<file path="src/rtl/lsu_if.sv">
// Core-side request/response and memory-bus signals of the load/store unit.
// The slave modport is the LSU's view; the master modport is the core/memory side.
interface lsu_if;
    logic        req_valid;
    logic        req_ready;
    logic        req_wen;
    logic [2:0]  req_mode;
    logic [31:0] req_addr;
    logic [31:0] req_wdata;

    logic        rsp_valid;
    logic [31:0] rsp_rdata;
    logic        rsp_err;
    logic        busy;

    logic        bus_req;
    logic        bus_we;
    logic [29:0] bus_addr;
    logic [3:0]  bus_be;
    logic [31:0] bus_wdata;
    logic        bus_ack;
    logic [31:0] bus_rdata;
    logic        bus_err;

    modport slave (
        input  req_valid, req_wen, req_mode, req_addr, req_wdata,
        input  bus_ack, bus_rdata, bus_err,
        output req_ready, rsp_valid, rsp_rdata, rsp_err, busy,
        output bus_req, bus_we, bus_addr, bus_be, bus_wdata
    );

    modport master (
        output req_valid, req_wen, req_mode, req_addr, req_wdata,
        output bus_ack, bus_rdata, bus_err,
        input  req_ready, rsp_valid, rsp_rdata, rsp_err, busy,
        input  bus_req, bus_we, bus_addr, bus_be, bus_wdata
    );
endinterface

</file>
<file path="src/rtl/lsu.sv">
// Load/store unit: one RV32I access at a time onto a word-addressed, byte-enabled
// req/ack bus, with alignment/legality checking, bus timeout and load extension.
module lsu #(
    parameter int unsigned TIMEOUT = 255
) (
    input  logic clk,
    input  logic rst,
    lsu_if.slave io
);
    localparam int unsigned CNT_W = (TIMEOUT > 2) ? $clog2(TIMEOUT) : 1;

    localparam logic [2:0] MODE_B  = 3'b000;
    localparam logic [2:0] MODE_H  = 3'b001;
    localparam logic [2:0] MODE_W  = 3'b010;
    localparam logic [2:0] MODE_BU = 3'b100;
    localparam logic [2:0] MODE_HU = 3'b101;

    typedef enum logic [1:0] {IDLE, BUS, RESP} state_t;

    state_t             state, state_d;
    logic [CNT_W-1:0]   cnt, cnt_d;
    logic               wen_q, wen_d;
    logic [2:0]         mode_q, mode_d;
    logic [1:0]         off_q, off_d;
    logic               bus_req_q, bus_req_d;
    logic               bus_we_q, bus_we_d;
    logic [29:0]        bus_addr_q, bus_addr_d;
    logic [3:0]         bus_be_q, bus_be_d;
    logic [31:0]        bus_wdata_q, bus_wdata_d;
    logic               rsp_valid_q, rsp_valid_d;
    logic [31:0]        rsp_rdata_q, rsp_rdata_d;
    logic               rsp_err_q, rsp_err_d;
    logic               busy_q, busy_d;
    logic               ready_q, ready_d;

    logic               bad_c;
    logic [3:0]         be_c;
    logic [31:0]        wdata_c;
    logic [15:0]        sh_c;
    logic [31:0]        load_c;

    // Legality and alignment of the request currently presented by the core
    always_comb begin
        if (io.req_wen)
            bad_c = !(io.req_mode inside {MODE_B, MODE_H, MODE_W});
        else
            bad_c = io.req_mode inside {3'b011, 3'b110, 3'b111};
        if ((io.req_mode == MODE_H || io.req_mode == MODE_HU) && io.req_addr[0])
            bad_c = 1'b1;
        if (io.req_mode == MODE_W && io.req_addr[1:0] != 2'b00)
            bad_c = 1'b1;
    end

    // Byte enables and lane-replicated store data
    always_comb begin
        be_c    = 4'b1111;
        wdata_c = io.req_wdata;
        case (io.req_mode[1:0])
            2'b00: begin
                be_c    = 4'(4'b0001 << io.req_addr[1:0]);
                wdata_c = {4{io.req_wdata[7:0]}};
            end
            2'b01: begin
                be_c    = 4'(4'b0011 << {io.req_addr[1], 1'b0});
                wdata_c = {2{io.req_wdata[15:0]}};
            end
            default: ;
        endcase
        if (!io.req_wen)
            wdata_c = '0;
    end

    // Align the addressed byte/half to bit 0 and extend
    always_comb begin
        sh_c = 16'(io.bus_rdata >> {off_q, 3'b000});
        case (mode_q)
            MODE_B:  load_c = {{24{sh_c[7]}}, sh_c[7:0]};
            MODE_BU: load_c = {24'd0, sh_c[7:0]};
            MODE_H:  load_c = {{16{sh_c[15]}}, sh_c};
            MODE_HU: load_c = {16'd0, sh_c};
            default: load_c = io.bus_rdata;
        endcase
    end

    // Next-state and next-output logic
    always_comb begin
        state_d     = state;
        cnt_d       = cnt;
        wen_d       = wen_q;
        mode_d      = mode_q;
        off_d       = off_q;
        bus_req_d   = bus_req_q;
        bus_we_d    = bus_we_q;
        bus_addr_d  = bus_addr_q;
        bus_be_d    = bus_be_q;
        bus_wdata_d = bus_wdata_q;
        rsp_rdata_d = rsp_rdata_q;
        rsp_err_d   = rsp_err_q;

        case (state)
            IDLE: begin
                if (io.req_valid) begin
                    wen_d  = io.req_wen;
                    mode_d = io.req_mode;
                    off_d  = io.req_addr[1:0];
                    if (bad_c) begin
                        state_d     = RESP;
                        rsp_rdata_d = '0;
                        rsp_err_d   = 1'b1;
                    end else begin
                        state_d     = BUS;
                        cnt_d       = '0;
                        bus_req_d   = 1'b1;
                        bus_we_d    = io.req_wen;
                        bus_addr_d  = io.req_addr[31:2];
                        bus_be_d    = be_c;
                        bus_wdata_d = wdata_c;
                    end
                end
            end
            BUS: begin
                if (io.bus_ack) begin
                    state_d     = RESP;
                    bus_req_d   = 1'b0;
                    bus_we_d    = 1'b0;
                    rsp_err_d   = io.bus_err;
                    rsp_rdata_d = (!wen_q && !io.bus_err) ? load_c : '0;
                end else if (TIMEOUT != 0 && cnt == CNT_W'(TIMEOUT - 1)) begin
                    // Abort; any ack arriving later is ignored outside BUS
                    state_d     = RESP;
                    bus_req_d   = 1'b0;
                    bus_we_d    = 1'b0;
                    rsp_err_d   = 1'b1;
                    rsp_rdata_d = '0;
                end else if (TIMEOUT != 0) begin
                    cnt_d = CNT_W'(cnt + 1'b1);
                end
            end
            RESP:    state_d = IDLE;
            default: state_d = IDLE;
        endcase

        rsp_valid_d = (state_d == RESP);
        busy_d      = (state_d != IDLE);
        ready_d     = (state_d == IDLE);
    end

    always_ff @(posedge clk or negedge rst) begin
        if (!rst) begin
            state       <= IDLE;
            cnt         <= '0;
            wen_q       <= 1'b0;
            mode_q      <= 3'b000;
            off_q       <= 2'b00;
            bus_req_q   <= 1'b0;
            bus_we_q    <= 1'b0;
            bus_addr_q  <= '0;
            bus_be_q    <= '0;
            bus_wdata_q <= '0;
            rsp_valid_q <= 1'b0;
            rsp_rdata_q <= '0;
            rsp_err_q   <= 1'b0;
            busy_q      <= 1'b0;
            ready_q     <= 1'b1;
        end else begin
            state       <= state_d;
            cnt         <= cnt_d;
            wen_q       <= wen_d;
            mode_q      <= mode_d;
            off_q       <= off_d;
            bus_req_q   <= bus_req_d;
            bus_we_q    <= bus_we_d;
            bus_addr_q  <= bus_addr_d;
            bus_be_q    <= bus_be_d;
            bus_wdata_q <= bus_wdata_d;
            rsp_valid_q <= rsp_valid_d;
            rsp_rdata_q <= rsp_rdata_d;
            rsp_err_q   <= rsp_err_d;
            busy_q      <= busy_d;
            ready_q     <= ready_d;
        end
    end

    assign io.req_ready = ready_q;
    assign io.busy      = busy_q;
    assign io.rsp_valid = rsp_valid_q;
    assign io.rsp_rdata = rsp_rdata_q;
    assign io.rsp_err   = rsp_err_q;
    assign io.bus_req   = bus_req_q;
    assign io.bus_we    = bus_we_q;
    assign io.bus_addr  = bus_addr_q;
    assign io.bus_be    = bus_be_q;
    assign io.bus_wdata = bus_wdata_q;
endmodule

</file>
<file path="src/flat_wrapper.sv">
// flat-port wrapper written by rule: the top's interface ports become plain ports
module lsu_flat 
#(
    parameter int unsigned TIMEOUT = 255
)
  (clk, rst, io_req_valid, io_req_wen, io_req_mode, io_req_addr, io_req_wdata, io_bus_ack, io_bus_rdata, io_bus_err, io_req_ready, io_rsp_valid, io_rsp_rdata, io_rsp_err, io_busy, io_bus_req, io_bus_we, io_bus_addr, io_bus_be, io_bus_wdata);
  lsu_if io_i ();
  input  logic clk;
  input  logic rst;
  input wire logic [$bits(io_i.req_valid)-1:0] io_req_valid;
  input wire logic [$bits(io_i.req_wen)-1:0] io_req_wen;
  input wire logic [$bits(io_i.req_mode)-1:0] io_req_mode;
  input wire logic [$bits(io_i.req_addr)-1:0] io_req_addr;
  input wire logic [$bits(io_i.req_wdata)-1:0] io_req_wdata;
  input wire logic [$bits(io_i.bus_ack)-1:0] io_bus_ack;
  input wire logic [$bits(io_i.bus_rdata)-1:0] io_bus_rdata;
  input wire logic [$bits(io_i.bus_err)-1:0] io_bus_err;
  output wire logic [$bits(io_i.req_ready)-1:0] io_req_ready;
  output wire logic [$bits(io_i.rsp_valid)-1:0] io_rsp_valid;
  output wire logic [$bits(io_i.rsp_rdata)-1:0] io_rsp_rdata;
  output wire logic [$bits(io_i.rsp_err)-1:0] io_rsp_err;
  output wire logic [$bits(io_i.busy)-1:0] io_busy;
  output wire logic [$bits(io_i.bus_req)-1:0] io_bus_req;
  output wire logic [$bits(io_i.bus_we)-1:0] io_bus_we;
  output wire logic [$bits(io_i.bus_addr)-1:0] io_bus_addr;
  output wire logic [$bits(io_i.bus_be)-1:0] io_bus_be;
  output wire logic [$bits(io_i.bus_wdata)-1:0] io_bus_wdata;
  assign io_i.req_valid = io_req_valid;
  assign io_i.req_wen = io_req_wen;
  assign io_i.req_mode = io_req_mode;
  assign io_i.req_addr = io_req_addr;
  assign io_i.req_wdata = io_req_wdata;
  assign io_i.bus_ack = io_bus_ack;
  assign io_i.bus_rdata = io_bus_rdata;
  assign io_i.bus_err = io_bus_err;
  assign io_req_ready = io_i.req_ready;
  assign io_rsp_valid = io_i.rsp_valid;
  assign io_rsp_rdata = io_i.rsp_rdata;
  assign io_rsp_err = io_i.rsp_err;
  assign io_busy = io_i.busy;
  assign io_bus_req = io_i.bus_req;
  assign io_bus_we = io_i.bus_we;
  assign io_bus_addr = io_i.bus_addr;
  assign io_bus_be = io_i.bus_be;
  assign io_bus_wdata = io_i.bus_wdata;
  lsu #(.TIMEOUT(TIMEOUT)) u_core (.clk(clk), .rst(rst), .io(io_i));
endmodule
</file>
<file path="config.mk">
export PLATFORM = sky130hd
export DESIGN_NAME = lsu_flat
export DESIGN_NICKNAME = d
export VERILOG_FILES = /design/src/rtl/lsu_if.sv /design/src/rtl/lsu.sv /design/src/flat_wrapper.sv
export SDC_FILE = /design/constraint.sdc
export NUM_CORES = 1
export LEC_CHECK = 0
export ABC_AREA = 1
export CAP_MARGIN = 20
export CELL_PAD_IN_SITES_DETAIL_PLACEMENT = 2
export CELL_PAD_IN_SITES_GLOBAL_PLACEMENT = 2
export CORE_ASPECT_RATIO = 1.25
export CORE_MARGIN = 3
export CORE_UTILIZATION = 22
export CTS_CLUSTER_SIZE = 14
export DETAILED_ROUTE_END_ITERATION = 8
export PLACE_DENSITY_LB_ADDON = 0.1
export SETUP_SLACK_MARGIN = 0.4
export SYNTH_ARGS = -nofsm -noshare
export SYNTH_HDL_FRONTEND = slang
export SYNTH_SLANG_ARGS = --single-unit
</file>
<file path="constraint.sdc">
create_clock -name clk -period 1.65 [get_ports clk]
set_clock_uncertainty 0.15 [all_clocks]
set_input_delay 0.33 -clock clk [delete_from_list [all_inputs] [get_ports clk]]
set_output_delay 0.33 -clock clk [all_outputs]
set_load 0.005 [all_outputs]
</file>
After elaboration in Yosys (flattened, before gate mapping):

Index checks and enable logic that the tools add are counted.

* add/subtract/negate cells: 1
* eq/ne operators: 19
* shift operators: 3
* muxes and demuxes: 36
* bitwise logic cells: 1
* reduce and logical (&&, ||, !) cells: 22

Operators with widths (number)
* two-way mux 32 bit: 6
* case mux 32 bit (2 select lines): 2
* case mux 32 bit (4 select lines): 1
* two-way mux 8 bit: 4
* >> shifter 32 x 5 -> 16 bit: 1
* case mux 8 bit (2 select lines): 1
* == test 3 bit, second input constant: 5
* two-way mux 1 bit: 13
* adder 8 x 1 -> 8 bit, second input constant: 1
* == test 8 bit, second input constant: 1
* two-way mux 2 bit: 4
* inequality test 2 bit, second input constant: 4
* case mux 4 bit (2 select lines): 1
* AND reduction 4 bit: 2
* == test 3 x 1 -> 1 bit, second input constant: 2
* == test 3 x 2 -> 1 bit, second input constant: 2
* logical NOT 2 bit: 3
* logical NOT 3 bit: 2
* case mux 1 bit (2 select lines): 3
* nonzero test 2 bit: 3
* nonzero test 3 bit: 2
* AND reduction 5 bit: 1
* == test 2 x 1 -> 1 bit, second input constant: 2
* case mux 2 bit (2 select lines): 1
* other kinds (11): 15

* flip-flop bits (word level): 120
* input bits: 105
* output and inout bits: 104
* word-level logic and storage cells: 97

Longest topological paths before layout:

* word-level depth: 10
* mapped depth: 12

Worst setup path after synthesis:

Ideal clock, no wire load.

* path type: flip-flop to flip-flop
* from: reg u_core.cnt[0]
* to: reg u_core.rsp_rdata_q[0] (netlist: u_core.io.rsp_rdata[0])
* library setup time: 0.117 ns
* arrival: 1.299 ns
* required time: 1.383 ns
* slack: 0.084 ns
* cell stages (with the launch flop): 13
* cell sequence: dfrtp_1 inv_1 ha_1 nand2_1 nor2_1 nand2_2 nand2_1 nand2_2 nand2_2 inv_2 buf_6 nand2_2 nand2_1

* cells in the longest elaborated chain, start to end: 3

Ends and longest elaborated chain
* start: declaration: line lsu.sv:21 `logic [CNT_W-1:0] cnt, cnt_d;`
* start signal: assignment: line lsu.sv:167 `cnt <= cnt_d;`
* == test 8 bit: line lsu.sv:128 `end else if (TIMEOUT != 0 && cnt == CNT_W'(TIMEOUT - 1)) begin`
* inequality test 3 x 2 -> 1 bit (no source line)
* AND reduction 4 bit (no source line)
* end signal: assignment: line lsu.sv:177 `rsp_rdata_q <= rsp_rdata_d;`
* end: declaration: line lsu.sv:31 `logic [31:0] rsp_rdata_q, rsp_rdata_d;`

No other way between the ends.
A chain may end at the register's enable or synchronous reset.

Worst setup path in the final report:

* from: reg u_core.cnt[0]
* to: reg u_core.cnt[6]

* cells in the longest elaborated chain, start to end: 4
* elaborated cells between the ends (all ways): 7
* classes of those cells: 1 x add/sub; 2 x eq/ne; 3 x mux; 1 x reduce/logical

Ends and longest elaborated chain
* adder 8 x 1 -> 8 bit: line lsu.sv:136 `cnt_d = CNT_W'(cnt + 1'b1);`
* two-way mux 8 bit: line lsu.sv:128
* two-way mux 8 bit: line lsu.sv:122 `if (io.bus_ack) begin`
* case mux 8 bit (2 select lines): line lsu.sv:100 `case (state)`

Parallel ways exist; a longest one is shown, timed or not. The select of a mux whose other input is x is not followed.

==> metrics <==
initial antenna violation count=2; Finished Layout Cells=1571; Netlist cell types=28; post-synthesis simple-gate area fraction=34.89%; Area growth syn-to-layout=92.60%; Final ANT Viol Nets=0; share of cells above drive strength 1=46.71%; GRT Util Overall=19.51%; Synth Register Bits=120; Post-synth ARST share=100.0%; Peak VDD IR=0.7829 mV; Worst-path clk slew=60 ps; Fmax=582.8 MHz; final worst-path cycle share=104.0%; total CTS buffers=17; ant diodes=0; worst path arrival time=1870 ps; number of I/O pins=209; max-cap violations=0; Layout Utilization=43.63%; dominant synthesized flop cell=dfrtp_1; synth warn=0; fillers=2927; final setup margin=-65.78 ps; Synth area leader=dfrtp_1; min-delay worst type=in2async; die height=190.4 µm; # port buffers=208; synthesized cell area=5986 µm²; RePlAce Congestion=0.7752; first-pass GRT wire length=44.27 mm; CTS root buffer=clkbuf_16; reg2reg path depth=11; Area contributors post-synth=dfrtp_1, nand2_1, nand3_1, o21ai_0, nor2_1; WL/cell=19.82 µm; Seq/Total Area, Yosys=50.19%; DR vias=7041; Worst Path Buf+Inv=3; Initial Util=22.65%; post-synthesis mux area share=0%; total die area=29240 µm²; DR pass1 iterations=4; Die W=153.5 µm; syn avg cell area=7.510 µm²; crit-path max cell delay=400 ps; largest family of logic cells by synthesized area=simple AND/OR/NAND/NOR gates; critical path launch point type=register; area of the multi-input gates=3391 µm²; clk_lat worst skew=430 ps; Yosys top cell area share=49.75%; most common cell after layout, fill and taps aside=nand2_1; DP HPWL=18.90 mm; remaining routing DRC violations=0; Pleak=6.149 nW; Worst path slowest cell=dfrtp_1; min cycle time layout=1716 ps; Post-Synth Adder-Cell Area=0.4181%; DR iter-0 viols=144; Row Count=66; Final nets=1325; Vias/cell=4.482; CTS tree=yes; Rel. slew slack=70.08%; maximum number of pins on one net before global-route repair=57; Crit. End Element=register; status=complete, but fails checks; htree depth=4; final setup fails=39; Gate Count Post-Synth=797; post-synthesis compound-gate area fraction=7.525%; Post-Place Cells=1404; routed wire length=31.14 mm; XOR/XNOR share of the synthesized area=0.5853%; unrepaired setup endpoints after global routing=yes; hold_ws=138.6 ps; count of final max-slew check failures=0; Worst Setup Path Type=reg2reg; synthesized net count=904; PD cells=1175 nW/µm²; Sink Count=120; crit-path leading delay family=simple AND/OR/NAND/NOR gates; Clock Path Buffers=2; Worst path depth=11; Seq. cell area=3007 µm²; most frequent cells in the layout=nand2_1, buf_4, dfrtp_1, nand2_2, clkdlybuf4s50_1; crit path max fanout=5; grt ovf=0; core area=26430 µm²; number of synthesized flops with an enable pin=0; vias in the first global route=7642; cells along the critical path=inv_1 -> ha_1 -> nand2_1 -> nor2_1 -> nand2_2 -> buf_6 -> nand2_8 -> nand2_8 -> buf_4 -> nand2_1 -> o21ai_0; Hold Fails Final Rpt=0; failing checks=negative setup slack; dpl ws=-637.4 ps; Req. time, crit path=1800 ps; worst-margin pin slew=444.0 ps
-- final timing paths --
| kind | end | slack [ps] | start |
|---|---|---|---|
| setup / recovery | u_core.cnt[6] | -70 | u_core.cnt[0] |
| hold / removal | u_core.io.rsp_rdata[25] | 140 | rst |
| setup reg to reg | u_core.cnt[6] | -70 | u_core.cnt[0] |
| hold reg to reg | u_core.io.bus_addr[0] | 330 | u_core.io.bus_addr[0] |
| max in group asynchronous | u_core.io.bus_wdata[1] | 610 | rst |
| min in group clk | u_core.io.bus_addr[0] | 280 | io_req_addr[2] |
-- Yosys cell counts, types with 3 or more instances --
cell        n
o211ai_1    3
dfrtp_1   119
inv_1      37
o21ai_0    44
buf_6       4
nand2_1   363
buf_4       9
nor2_2      3
nor3_1      3
clkbuf_1   11
a21oi_1    30
nor2_1     50
inv_2       5
nand3_1    48
nand2_2    26
or2_2       6
o22ai_1     8
buf_2      12
-- cell type report --
cell class                 instances  share of cell area (%)
timing repair buffer             438                   34.37
multi-input combinational        596                   29.41
clock buffer                      24                   4.092
inverter                          44                   1.585
sequential                       120                   26.08
timing repair inverter             1                  0.1411
clock inverter                     8                  0.6295
tap                              340                   3.690
-- state kept, by name, summed over array words and instances (netlist names), 2 cells and up --
signal and flops:
u_core.mode_q 3, u_core.io.rsp_rdata 32, u_core.io.bus_addr 30, u_core.io.bus_be 4
u_core.off_q 2, u_core.cnt 8, u_core.state 2, u_core.io.bus_wdata 32
-- cells by family after synthesis --
kind of cell,Yosys count
XOR/XNOR,4
AND/OR/NAND/NOR,504
buffers and inverters,81
flip-flops,120
AO/OA/AOI/OAI,86
adder cells (fa/ha/maj),2
-- what timing repair did --
item                       4_1_cts  5_1_grt
gates cloned                    11        4
pin swaps                       37       43
hold buffers                     1        0
setup buffers                   54       65
setup endpoints to repair      224      224
hold endpoints to repair       119        0
resized for setup              596      142
-- power by group --
group          switching (mW)  internal [mW]
clock                    1.44           2.14
sequential              0.499           3.64
combinational            2.80           3.03
total                    4.74           8.81
-- metal layers --
layer	track usage (%)	routed length (µm)
met2	36.46	17060
met1	21.64	11870
met4	4.927	614
met5	0	27
met3	5.653	1562
-- per-stage QoR --
stage                     setup TNS [ps]  total power [mW]  area (µm²)
after floorplan                        0             5.674        6077
final                              -1539             13.55       11530
after global routing               -5825             14.41       11530
after CTS                         -194.4             12.41       10460
after global placement            -52310             8.331        9101
after detailed placement          -58540             8.422        9101
Power figures use the tool's default switching activity.
